## src/rtl/uart_bus_pkg.sv

```systemverilog
// Shared definitions for the UART-side cs/we/ack bus: default widths and arbiter state encoding.
package uart_bus_pkg;

    localparam int BUS_AW = 16;
    localparam int BUS_DW = 8;

    typedef enum logic [1:0] {
        ST_IDLE = 2'd0,
        ST_GNT0 = 2'd1,
        ST_GNT1 = 2'd2
    } arb_state_t;

    // One-hot bus owner seen from the state; 00 while idle.
    function automatic logic [1:0] grant_of(input arb_state_t st);
        case (st)
            ST_GNT0: grant_of = 2'b01;
            ST_GNT1: grant_of = 2'b10;
            default: grant_of = 2'b00;
        endcase
    endfunction

endpackage

```

## src/rtl/uart_bus_rr_pick.sv

```systemverilog
// Combinational two-way chooser: round-robin on r_last, or M0-wins when fixed_prio is set.
module uart_bus_rr_pick
    import uart_bus_pkg::*;
(
    input  logic [1:0] req,
    input  logic       r_last,
    input  logic       fixed_prio,
    output logic [1:0] win
);

    always_comb begin
        win = 2'b00;
        case (req)
            2'b01: win = 2'b01;
            2'b10: win = 2'b10;
            // r_last = 1 means M1 was served last, so M0 takes the tie.
            2'b11: win = (fixed_prio || r_last) ? 2'b01 : 2'b10;
            default: win = 2'b00;
        endcase
    end

endmodule

```

## src/rtl/uart_bus_arbiter.sv

```systemverilog
// Two-master / one-slave arbiter for the cs/we/ack bus; grant is held until slave ack or master abort.
// Optional grant watchdog enabled by defining UART_BUS_ARB_TIMEOUT_EN.
module uart_bus_arbiter
    import uart_bus_pkg::*;
#(
    parameter int AW             = BUS_AW,
    parameter int DW             = BUS_DW,
    parameter bit FIXED_PRIO     = 1'b0,
    parameter int TIMEOUT_CYCLES = 255
) (
    input  logic          i_clk,
    input  logic          i_reset,
    input  logic          i_m0_cs,
    input  logic          i_m0_we,
    input  logic [AW-1:0] i_m0_addr,
    input  logic [DW-1:0] i_m0_dat,
    output logic          o_m0_ack,
    output logic [DW-1:0] o_m0_dat,
    input  logic          i_m1_cs,
    input  logic          i_m1_we,
    input  logic [AW-1:0] i_m1_addr,
    input  logic [DW-1:0] i_m1_dat,
    output logic          o_m1_ack,
    output logic [DW-1:0] o_m1_dat,
    output logic          o_cs,
    output logic          o_we,
    output logic [AW-1:0] o_addr,
    output logic [DW-1:0] o_dat,
    input  logic          i_ack,
    input  logic [DW-1:0] i_dat,
    output logic [1:0]    o_grant,
    output logic          o_timeout
);

    arb_state_t state, state_nxt;
    logic       r_last;
    logic [1:0] r_owner;
    logic [1:0] req;
    logic [1:0] win;
    logic       tmo_hit;
    logic       tmo_ack0;
    logic       tmo_ack1;

    assign req = {i_m1_cs, i_m0_cs};

    uart_bus_rr_pick u_pick (
        .req        (req),
        .r_last     (r_last),
        .fixed_prio (FIXED_PRIO),
        .win        (win)
    );

`ifdef UART_BUS_ARB_TIMEOUT_EN
    localparam int CNT_W = (TIMEOUT_CYCLES > 255) ? $clog2(TIMEOUT_CYCLES + 1) : 8;

    logic [CNT_W-1:0] r_tmo_cnt;

    // Held at zero while idle, so every grant starts counting from zero.
    always_ff @(posedge i_clk) begin
        if (i_reset || state == ST_IDLE) begin
            r_tmo_cnt <= '0;
        end else begin
            r_tmo_cnt <= r_tmo_cnt + CNT_W'(1);
        end
    end

    assign tmo_hit = (state != ST_IDLE) && (r_tmo_cnt == CNT_W'(TIMEOUT_CYCLES - 1));
`else
    assign tmo_hit = 1'b0;
`endif

    always_comb begin
        state_nxt = state;
        o_cs      = 1'b0;
        o_we      = 1'b0;
        o_m0_ack  = 1'b0;
        o_m1_ack  = 1'b0;
        o_timeout = 1'b0;
        tmo_ack0  = 1'b0;
        tmo_ack1  = 1'b0;
        unique case (state)
            ST_IDLE: begin
                if (win[0]) begin
                    state_nxt = ST_GNT0;
                end else if (win[1]) begin
                    state_nxt = ST_GNT1;
                end
            end
            ST_GNT0: begin
                o_cs = i_m0_cs;
                o_we = i_m0_we;
                if (!i_m0_cs) begin
                    state_nxt = ST_IDLE;
                end else if (i_ack) begin
                    o_m0_ack  = 1'b1;
                    state_nxt = ST_IDLE;
                end else if (tmo_hit) begin
                    o_m0_ack  = 1'b1;
                    tmo_ack0  = 1'b1;
                    o_timeout = 1'b1;
                    state_nxt = ST_IDLE;
                end
            end
            ST_GNT1: begin
                o_cs = i_m1_cs;
                o_we = i_m1_we;
                if (!i_m1_cs) begin
                    state_nxt = ST_IDLE;
                end else if (i_ack) begin
                    o_m1_ack  = 1'b1;
                    state_nxt = ST_IDLE;
                end else if (tmo_hit) begin
                    o_m1_ack  = 1'b1;
                    tmo_ack1  = 1'b1;
                    o_timeout = 1'b1;
                    state_nxt = ST_IDLE;
                end
            end
            default: state_nxt = ST_IDLE;
        endcase
    end

    // r_owner doubles as the address/data mux select and keeps it across idle cycles.
    always_ff @(posedge i_clk) begin
        if (i_reset) begin
            state   <= ST_IDLE;
            r_last  <= 1'b1;
            r_owner <= 2'b00;
        end else begin
            state <= state_nxt;
            if (state == ST_IDLE && state_nxt == ST_GNT0) begin
                r_last  <= 1'b0;
                r_owner <= 2'b01;
            end else if (state == ST_IDLE && state_nxt == ST_GNT1) begin
                r_last  <= 1'b1;
                r_owner <= 2'b10;
            end
        end
    end

    always_comb begin
        o_addr = '0;
        o_dat  = '0;
        if (r_owner[1]) begin
            o_addr = i_m1_addr;
            o_dat  = i_m1_dat;
        end else if (r_owner[0]) begin
            o_addr = i_m0_addr;
            o_dat  = i_m0_dat;
        end
    end

    assign o_grant  = grant_of(state);
    assign o_m0_dat = tmo_ack0 ? {DW{1'b1}} : i_dat;
    assign o_m1_dat = tmo_ack1 ? {DW{1'b1}} : i_dat;

endmodule
```

## config.mk

```make
export PLATFORM = sky130hd
export DESIGN_NAME = uart_bus_arbiter
export DESIGN_NICKNAME = d
export VERILOG_FILES = /design/src/rtl/uart_bus_pkg.sv /design/src/rtl/uart_bus_rr_pick.sv /design/src/rtl/uart_bus_arbiter.sv
export SDC_FILE = /design/constraint.sdc
export NUM_CORES = 1
export LEC_CHECK = 0
export CAP_MARGIN = 20
export CORE_UTILIZATION = 47
export DETAILED_ROUTE_END_ITERATION = 10
export DONT_BUFFER_PORTS = 1
export PLACE_DENSITY = 0.66
export SLEW_MARGIN = 20
export SYNTH_ARGS = -nofsm -noshare
export SYNTH_HDL_FRONTEND = slang
export SYNTH_SLANG_ARGS = --single-unit
```

## constraint.sdc

```tcl
create_clock -name i_clk -period 2.8 [get_ports i_clk]
set_input_delay 0.56 -clock i_clk [delete_from_list [all_inputs] [get_ports i_clk]]
set_output_delay 0.56 -clock i_clk [all_outputs]
set_load 0.02 [all_outputs]
```

==> metrics list, run 1 <==
- Result of the run: completed
* Xor and xnor fraction of the mapped netlist area: 0%
* CTS tree: yes
- Count of inserted antenna diode cells: 0
- Maximum level of the CTS H-tree: 1
* Initial antenna violation count: 0
- During synthesis, Yosys emitted a total of 0 warnings.
- Counting flops with a built-in enable in the synthesized netlist gives 0.
- The root buffer cell chosen for the clock tree is clkbuf_4.
* Mean instance size in the synthesized netlist: 7.93 um^2
* Worst reg2reg endpoint: r_owner[0]
- After clock tree synthesis, the clock-pin slew on the worst setup and hold paths is around 40 ps.
- Between clock sinks in the finished design, the worst skew comes to 5.99 ps.
* Maximum fanout count along the critical path: 6
* Leak Pwr: 0.302 nW
- Clock latency reported for the late side of the worst-skew pair: 240 ps
- Achievable clock frequency: approximately 440 MHz
- The most critical setup path has its endpoint at o_cs.
- Setup fix buffers added after clock tree synthesis: 0
- Hold-fix buffers at CTS: 0
- Area leader, netlist: a22o_1
* Launch instance of the worst register-to-register path: state[1]
* Worst setup slack before clock tree synthesis: ~760 ps
- The share of the Yosys chip area taken by registers is 13.0%.
* Reg-to-reg slack, setup: 910 ps
- Proportion of register bits with asynchronous set or reset after synthesis: 0%
* Final Hold Fails: 0
- Number of port buffers: 0
* Power Density: 632 nW/um^2
* Row count: 14
- Total routed wirelength: ~1900 um
* Setup Total Neg Slack: 0 ps
- Wire length of the first global-routing pass: around 2600 um
- Area added between synthesis and finish: -11.9%
- Counting along the longest clock path gives a buffer depth of 2.
- Startpoint of the most critical setup path: state[1]
* Maximum number of pins on one net before global-route repair: 26
* Vias in the first global route: a little under 600
- Startpoint type of the worst setup path: register
* Global routing usage summed across all routing layers: 18.6%
- Most used flip-flop cell after synthesis: dfxtp_1
- First-pass DRT Iterations: 4
* Final min period: 2300 ps
* Horizontal die dimension: 42.5 um
- For this run, design rule violations remaining after detail routing come to 0.
* Worst setup EP type: primary output
* Final GP Congestion: 0.750
- The die is 42.5 um tall.
- Measured against the total synthesized area, the mux share comes to 0%.
* Top Ports: 110
- Placeable Area: roughly 1500 um^2
- IR analysis of the VDD net gives a maximum drop of 0.312 mV.
- Counting flops and latches in the post-synthesis netlist gives 5.
* Ratio of cells with drive above 1 in the final layout: 10.0%
- Setup repair after global routing left no endpoint under its margin.
- Total CTS buffers: 3
- Final worst slack: 504 ps
* Die Outline Area: 1800 um^2
- Routed WL per cell: 19.3 um
- Final Power: 0.429 mW
- Summing the areas of all fa, ha and maj instances in the mapped netlist gives 8.13% of the synthesized area.
* Final global-route overflow total: 0
* Post-cts gate resize count: 0
* Synthesized-area fraction occupied by ao, oa, aoi and oai cells: 42.9%
- Number of distinct library cells after synthesis: 30
- Combinational family with the most area after synthesis: compound AO/OA/AOI/OAI gates
* Simple logic cell fraction of the synthesized area: 12.2%
- Total of endpoints with negative setup slack in the final report: 0
- Once the floorplan was initialized, standard cells occupied 50.5% of the core.
* Final Cycle Share: 82.0%
* Min-Delay Path Class: input pin to register
- Detailed-placement wirelength estimate: 1480 um
- Routed via count: 694
- Ranking of synthesized cells by area: a22o_1 27%, buf_4 17%, dfxtp_1 13%
- Area share of the largest cell type after synthesis: 27.3%
* Commonest non-fill, non-tap cell in the layout: a22o_1
* Data arrival, critical path: 1740 ps
* Net count of the mapped netlist: 165
- The critical path is of the register to primary output type.
* Combined area of all synthesized cells: between 700 and 800 um^2
* Number of DRC markers after the initial detailed-route iteration: 35
* FF-to-FF path depth: 7
- Highest-count cells in the layout ignoring fill and taps: 24 x a22o_1, 7 x inv_1, 5 x ha_1, 5 x dfxtp_1
- The number of pins exceeding their max-slew limit in the final report came to 0.
- Worst hold-check slack: between 300 and 400 ps
* Instance count of the mapped netlist: 97
- Number of maximum-capacitance violations: 0
* Final-stage net count: 149
- # clock sinks: 5
- Dividing the detail-routed via count by the number of cells gives between 7 and 8.
- The detail route stage leaves a number of antenna-violating nets equal to 0.
- For the worst setup path, the data required time is 2240 ps.
==> stage by stage <==
| step | cells | util, % | area (um^2) |
|---|---|---|---|
| 2_1_floorplan | 97 | - | 769 |
| 3_3_place_gp | 92 | 42.8 | 652 |
| 3_5_place_dp | 92 | 42.8 | 652 |
| 4_1_cts | 96 | 44.5 | 678 |
| 5_1_grt | 96 | 44.5 | 678 |
| 6_report | 96 | 44.5 | 678 |
==> how the worst min path moves through the flow <==
stage / start / to / slack [ps] / cells past startpoint
2_1_floorplan: r_owner[0] / r_owner[0] / 420 / 1
3_3_place_gp: r_owner[0] / r_owner[0] / 440 / 1
3_5_place_dp: r_owner[0] / r_owner[0] / 440 / 1
4_1_cts: i_reset / state[0] / 380 / 1
5_1_grt: i_reset / state[0] / 380 / 1
6_report: i_reset / state[0] / 390 / 1
==> cell families (layout without fill, tap and decap cells) <==
kind of cell / after synthesis / after routing
flip-flops: 5 / 5
AND/OR/NAND/NOR: 16 / 16
adder cells (fa/ha/maj): 5 / 5
AO/OA/AOI/OAI: 40 / 40
other: 1 / 1
buffers and inverters: 30 / 13
==> routing by layer <==
layer	up-vias	routed length [um]	global-route usage, %
met5	-	0	0
met4	0	5	3.13
met3	2	220	7.33
met2	60	885	28.6
met1	319	744	24.8
li1	313	-	-
==> critical path, cell delays in order, from the launching register on <==
cell and delay, ps:
dfxtp_1 410, inv_1 90, ha_1 310, a22oi_1 370
and2b_2 310
==> power breakdown <==
| part | internal (mW) | switching (mW) | total (mW) |
|---|---|---|---|
| Sequential | 0.0823 | 0.0100 | 0.0923 |
| Combinational | 0.0809 | 0.172 | 0.253 |
| Clock | 0.0539 | 0.0297 | 0.0836 |
==> cell usage after synthesis, types with 2 or more instances <==
cell type / n
a22o_1: 24
buf_4: 17
inv_1: 7
dfxtp_1: 5
ha_1: 5
clkbuf_1: 4
nor2b_1: 3
a21oi_1: 2
a22oi_1: 2
a2bb2oi_1: 2
buf_2: 2
nand2_1: 2
nor2_1: 2
nor3_1: 2
o21ai_0: 2
o2bb2ai_1: 2
==> sequential cells by signal, summed over array words and instances (netlist names) <==
signal   count
r_last       1
r_owner      2
state        2
==> area by class of cell <==
class                   instances  area, um^2
fillers                       165         846
multi-input cells              62         490
flip-flops and latches          5         100
clock buffers                   4        26.3
inverters                       7        26.3
well taps                      16        20.0
repair buffers                  2        15.0
(Power assumes the default switching activity.)
==> inputs of run 2 (changes only) <==
--- a/config.mk
+++ b/config.mk
@@ -5,6 +5,7 @@
 export SDC_FILE = /design/constraint.sdc
 export NUM_CORES = 1
 export LEC_CHECK = 0
+export ABC_AREA = 1
 export CAP_MARGIN = 20
 export CORE_UTILIZATION = 47
 export DETAILED_ROUTE_END_ITERATION = 10
==> constraint.sdc (replaced) <==
create_clock -name i_clk -period 2.15 [get_ports i_clk]
set_input_delay 0.43 -clock i_clk [delete_from_list [all_inputs] [get_ports i_clk]]
set_output_delay 0.43 -clock i_clk [all_outputs]
set_load 0.02 [all_outputs]
==> run 2 against run 1 <==
Net effect: design area is 18% higher; critical path type unchanged; largest cell class unchanged; routed wire length grew 3.2%; clock power rose by 32%; critical path depth did not move; first-iteration DRC count fell by 43%; global-route usage shrank 2.9 points; register-to-register slack got worse by 340 ps; worst hold slack lost 130 ps.
==> metrics list, run 2 <==
- The flow ran to the end, and the final reports show no timing, DRC or antenna violations.
* Total routed wirelength: 1920 um
- Total CTS buffers: 3
- The area growth from synthesis to layout is -10.2%.
- VDD sags by at most 0.239 mV.
- Measured against its own limit, the worst slew margin works out to 55.9%.
- Once layout is complete, the utilization of the core stands at 45.9%.
* Commonest non-fill, non-tap cell in the layout: nand2_1
- In the final layout, the registers with the most flip-flops are r_owner x2, state x2, r_last x1.
- For this run, the number of standard cells in the final layout without fillers is roughly 170.
* Total of endpoints with negative setup slack in the final report: 0
- Area share of the largest cell type after synthesis: a little over a quarter
- The final layout contains 210 nets.
- Detailed-placement wirelength estimate: ~1500 um
- Setup fix buffers added after clock tree synthesis: 0
* Number of fill cells in the layout: 190
* Height of the chip: 45.6 um
* Type of the worst setup path: register to primary output
- Across the run, the number of max-cap violations was 0.
- Yosys printed 0 warnings.
- In this run the deepest clock path goes through 2 buffers.
- Maximum level of the CTS H-tree: 1
- The first global-routing pass estimated 2400 um of wire.
- Slowest stage cell on the critical path: a21oi_1
* Cells traversed along the worst timing path: inv_1 -> ha_1 -> nand2_2 -> a21oi_1
* Worst setup slack before clock tree synthesis: about 420 ps
* Leak Pwr: 0.463 nW
* Number of distinct library cells after synthesis: 19
* Final GP Congestion: approximately 0.85
- The most used flip-flop cell after synthesis is dfxtp_1.
* Final Hold Fails: 0
- Data on the critical path arrives at its endpoint at 1560 ps.
* Worst setup EP type: primary output
- Final Power: 0.515 mW
- Instance area after placement: 776 um^2
- STA classifies the critical path startpoint as a register.
* Cell Count Post-Placement: between 150 and 200
* Global routing usage summed across all routing layers: 15.7%
- Number of DRC markers after the initial detailed-route iteration: 20
- CTS tree: yes
- Sequential cell area fraction in the yosys report: 11.2%
- The initial antenna violation count came to 0.
- For this block, the via count after detailed routing is 886.
* Instance count of the mapped netlist: 160
- Post-synth EDFFs: 0
* # clock sinks: 5
* Combined area of all synthesized cells: 893 um^2
- The worst hold path belongs to the class input pin to register.
- For the pin with the worst max-slew slack, the measured transition is between 600 and 700 ps.
- Final Cycle Share: between 90% and 100%
- Clock tree synthesis selected as its root buffer the cell clkbuf_4.
- Dividing the detail-routed via count by the number of cells gives 5.34.
- The worst path in the final design needs a cycle of 1990 ps, including I/O delays and setup.
- In the final routed layout, each cell accounts on average for 11.5 um.
* Maximum number of pins on one net before global-route repair: 26
- In the post-route analysis, the smallest setup slack over all paths is about 160 ps.
* Highest-count cells in the layout ignoring fill and taps: 62 x nand2_1, 27 x nand3_1, 12 x inv_1, 7 x nand2_2
- Number of port buffers: 0
- Setup Total Neg Slack: 0 ps
* Leading cell types by count after synthesis: 62 x nand2_1, 27 x nand3_1, 17 x buf_4
- Setup repair after global routing missed its margin: false
- Row count: 15
* Hold-fix buffers at CTS: 0
- Summed over all instances, the cell type with the most area after synthesis is nand2_1.
* Vias in the first global route: 576
* Biggest cell delay along the critical path: 410 ps
* Post-synthesis sequential element count: 5
- In the synthesized netlist the async set-or-reset flop fraction comes to 0%.
- Worst hold-check slack: 260 ps
* Net count of the mapped netlist: 228
- Clock skew on the completed layout was measured at ~9 ps.
- Post-cts gate resize count: 0
- Power Density: between 600 and 700 nW/um^2
* Starting density of the core: 51.2%
- Ratio of cells with drive above 1 in the final layout: 12.8%
- In this run the worst path has a maximum fanout of 5.
- The pre-antenna-repair detailed-routing pass consisted of 4 iterations.
* Post-route cell area: 802 um^2
- Final global-route overflow total: 0
* Count of nets left with antenna violations after detail routing: 0
* Die Outline Area: 2080 um^2
* Ranking of synthesized cells by area: nand2_1 26%, nand3_1 15%, buf_4 14%
- 0 antenna diodes ended up in the layout.
- At the worst endpoint, the required time is ~1700 ps.
- After clock tree synthesis, the clock-pin slew on the worst setup and hold paths is 40 ps.
- Max Transition Viols Final: 0
* Achievable clock frequency: 502 MHz
* Horizontal die dimension: around 46 um
- Yosys instantiated no cell more often than nand2_1.
* CP Buf/Inv Count: 1
- Placeable Area: ~1700 um^2
* Top cell family by delay on the critical path: compound AO/OA/AOI/OAI gates
- During I/O placement, the number of pins put on the boundary was 110.
* Clock latency reported for the late side of the worst-skew pair: 240 ps
* DRC viols: 0
- A synthesized cell averages 5.58 um^2.
-- run 2: cell count changes after synthesis, sizes merged, moves of 5 or more --
cell	before	now
nand2	2	70
nand3	1	30
a22o	24	0
inv	7	12
nor2	2	7
-- run 2: cell families (layout without fill, tap and decap cells) --
kind of cell,Yosys count,in the layout,share of synthesized area [%]
other,1,1,0.420
buffers and inverters,37,18,23.4
flip-flops,5,5,11.2
AO/OA/AOI/OAI,4,4,2.52
adder cells (fa/ha/maj),5,5,7.00
AND/OR/NAND/NOR,108,108,55.5
-- run 2: layout make-up --
| type | count | area (um^2) | share of cell area [%] |
|---|---|---|---|
| inverter | 12 | 45.0 | 5.62 |
| multi-input combinational | 118 | 584 | 72.9 |
| sequential | 5 | 100 | 12.5 |
| clock buffer | 4 | 26.3 | 3.28 |
| tap | 25 | 31.3 | 3.90 |
| timing repair buffer | 2 | 15.0 | 1.87 |
-- run 2: metal layers --
metal  part of all wire [%]  global-route usage, %  up-vias
li1                       -                      -      439
met3                     10                   3.57        2
met1                     40                   21.0      388
met5                      0                      0        -
met4                   0.21                   8.48        0
met2                     49                   23.1       57
-- run 2: worst reg2reg max path: cells and delay by family (launching register included) --
kind	cells	cell delay, ps
adders and majority gates	1	300
and+or+nand+nor	7	610
buffers and inverters	3	230
DFF	1	410
-- run 2: worst paths after layout --
path                 start         end  slack [ps]  cells after the start
setup reg to reg  state[1]  r_owner[1]         570                     11
hold / removal     i_reset    state[0]         260                      1
setup / recovery  state[1]        o_cs         160                      4
hold reg to reg     r_last      r_last         480                      2
-- run 2: power breakdown --
part           switching [mW]  internal [mW]  total, mW
clock network          0.0398         0.0703      0.110
registers             0.00695          0.105      0.112
logic                   0.223         0.0699      0.293
total                   0.270          0.245      0.515
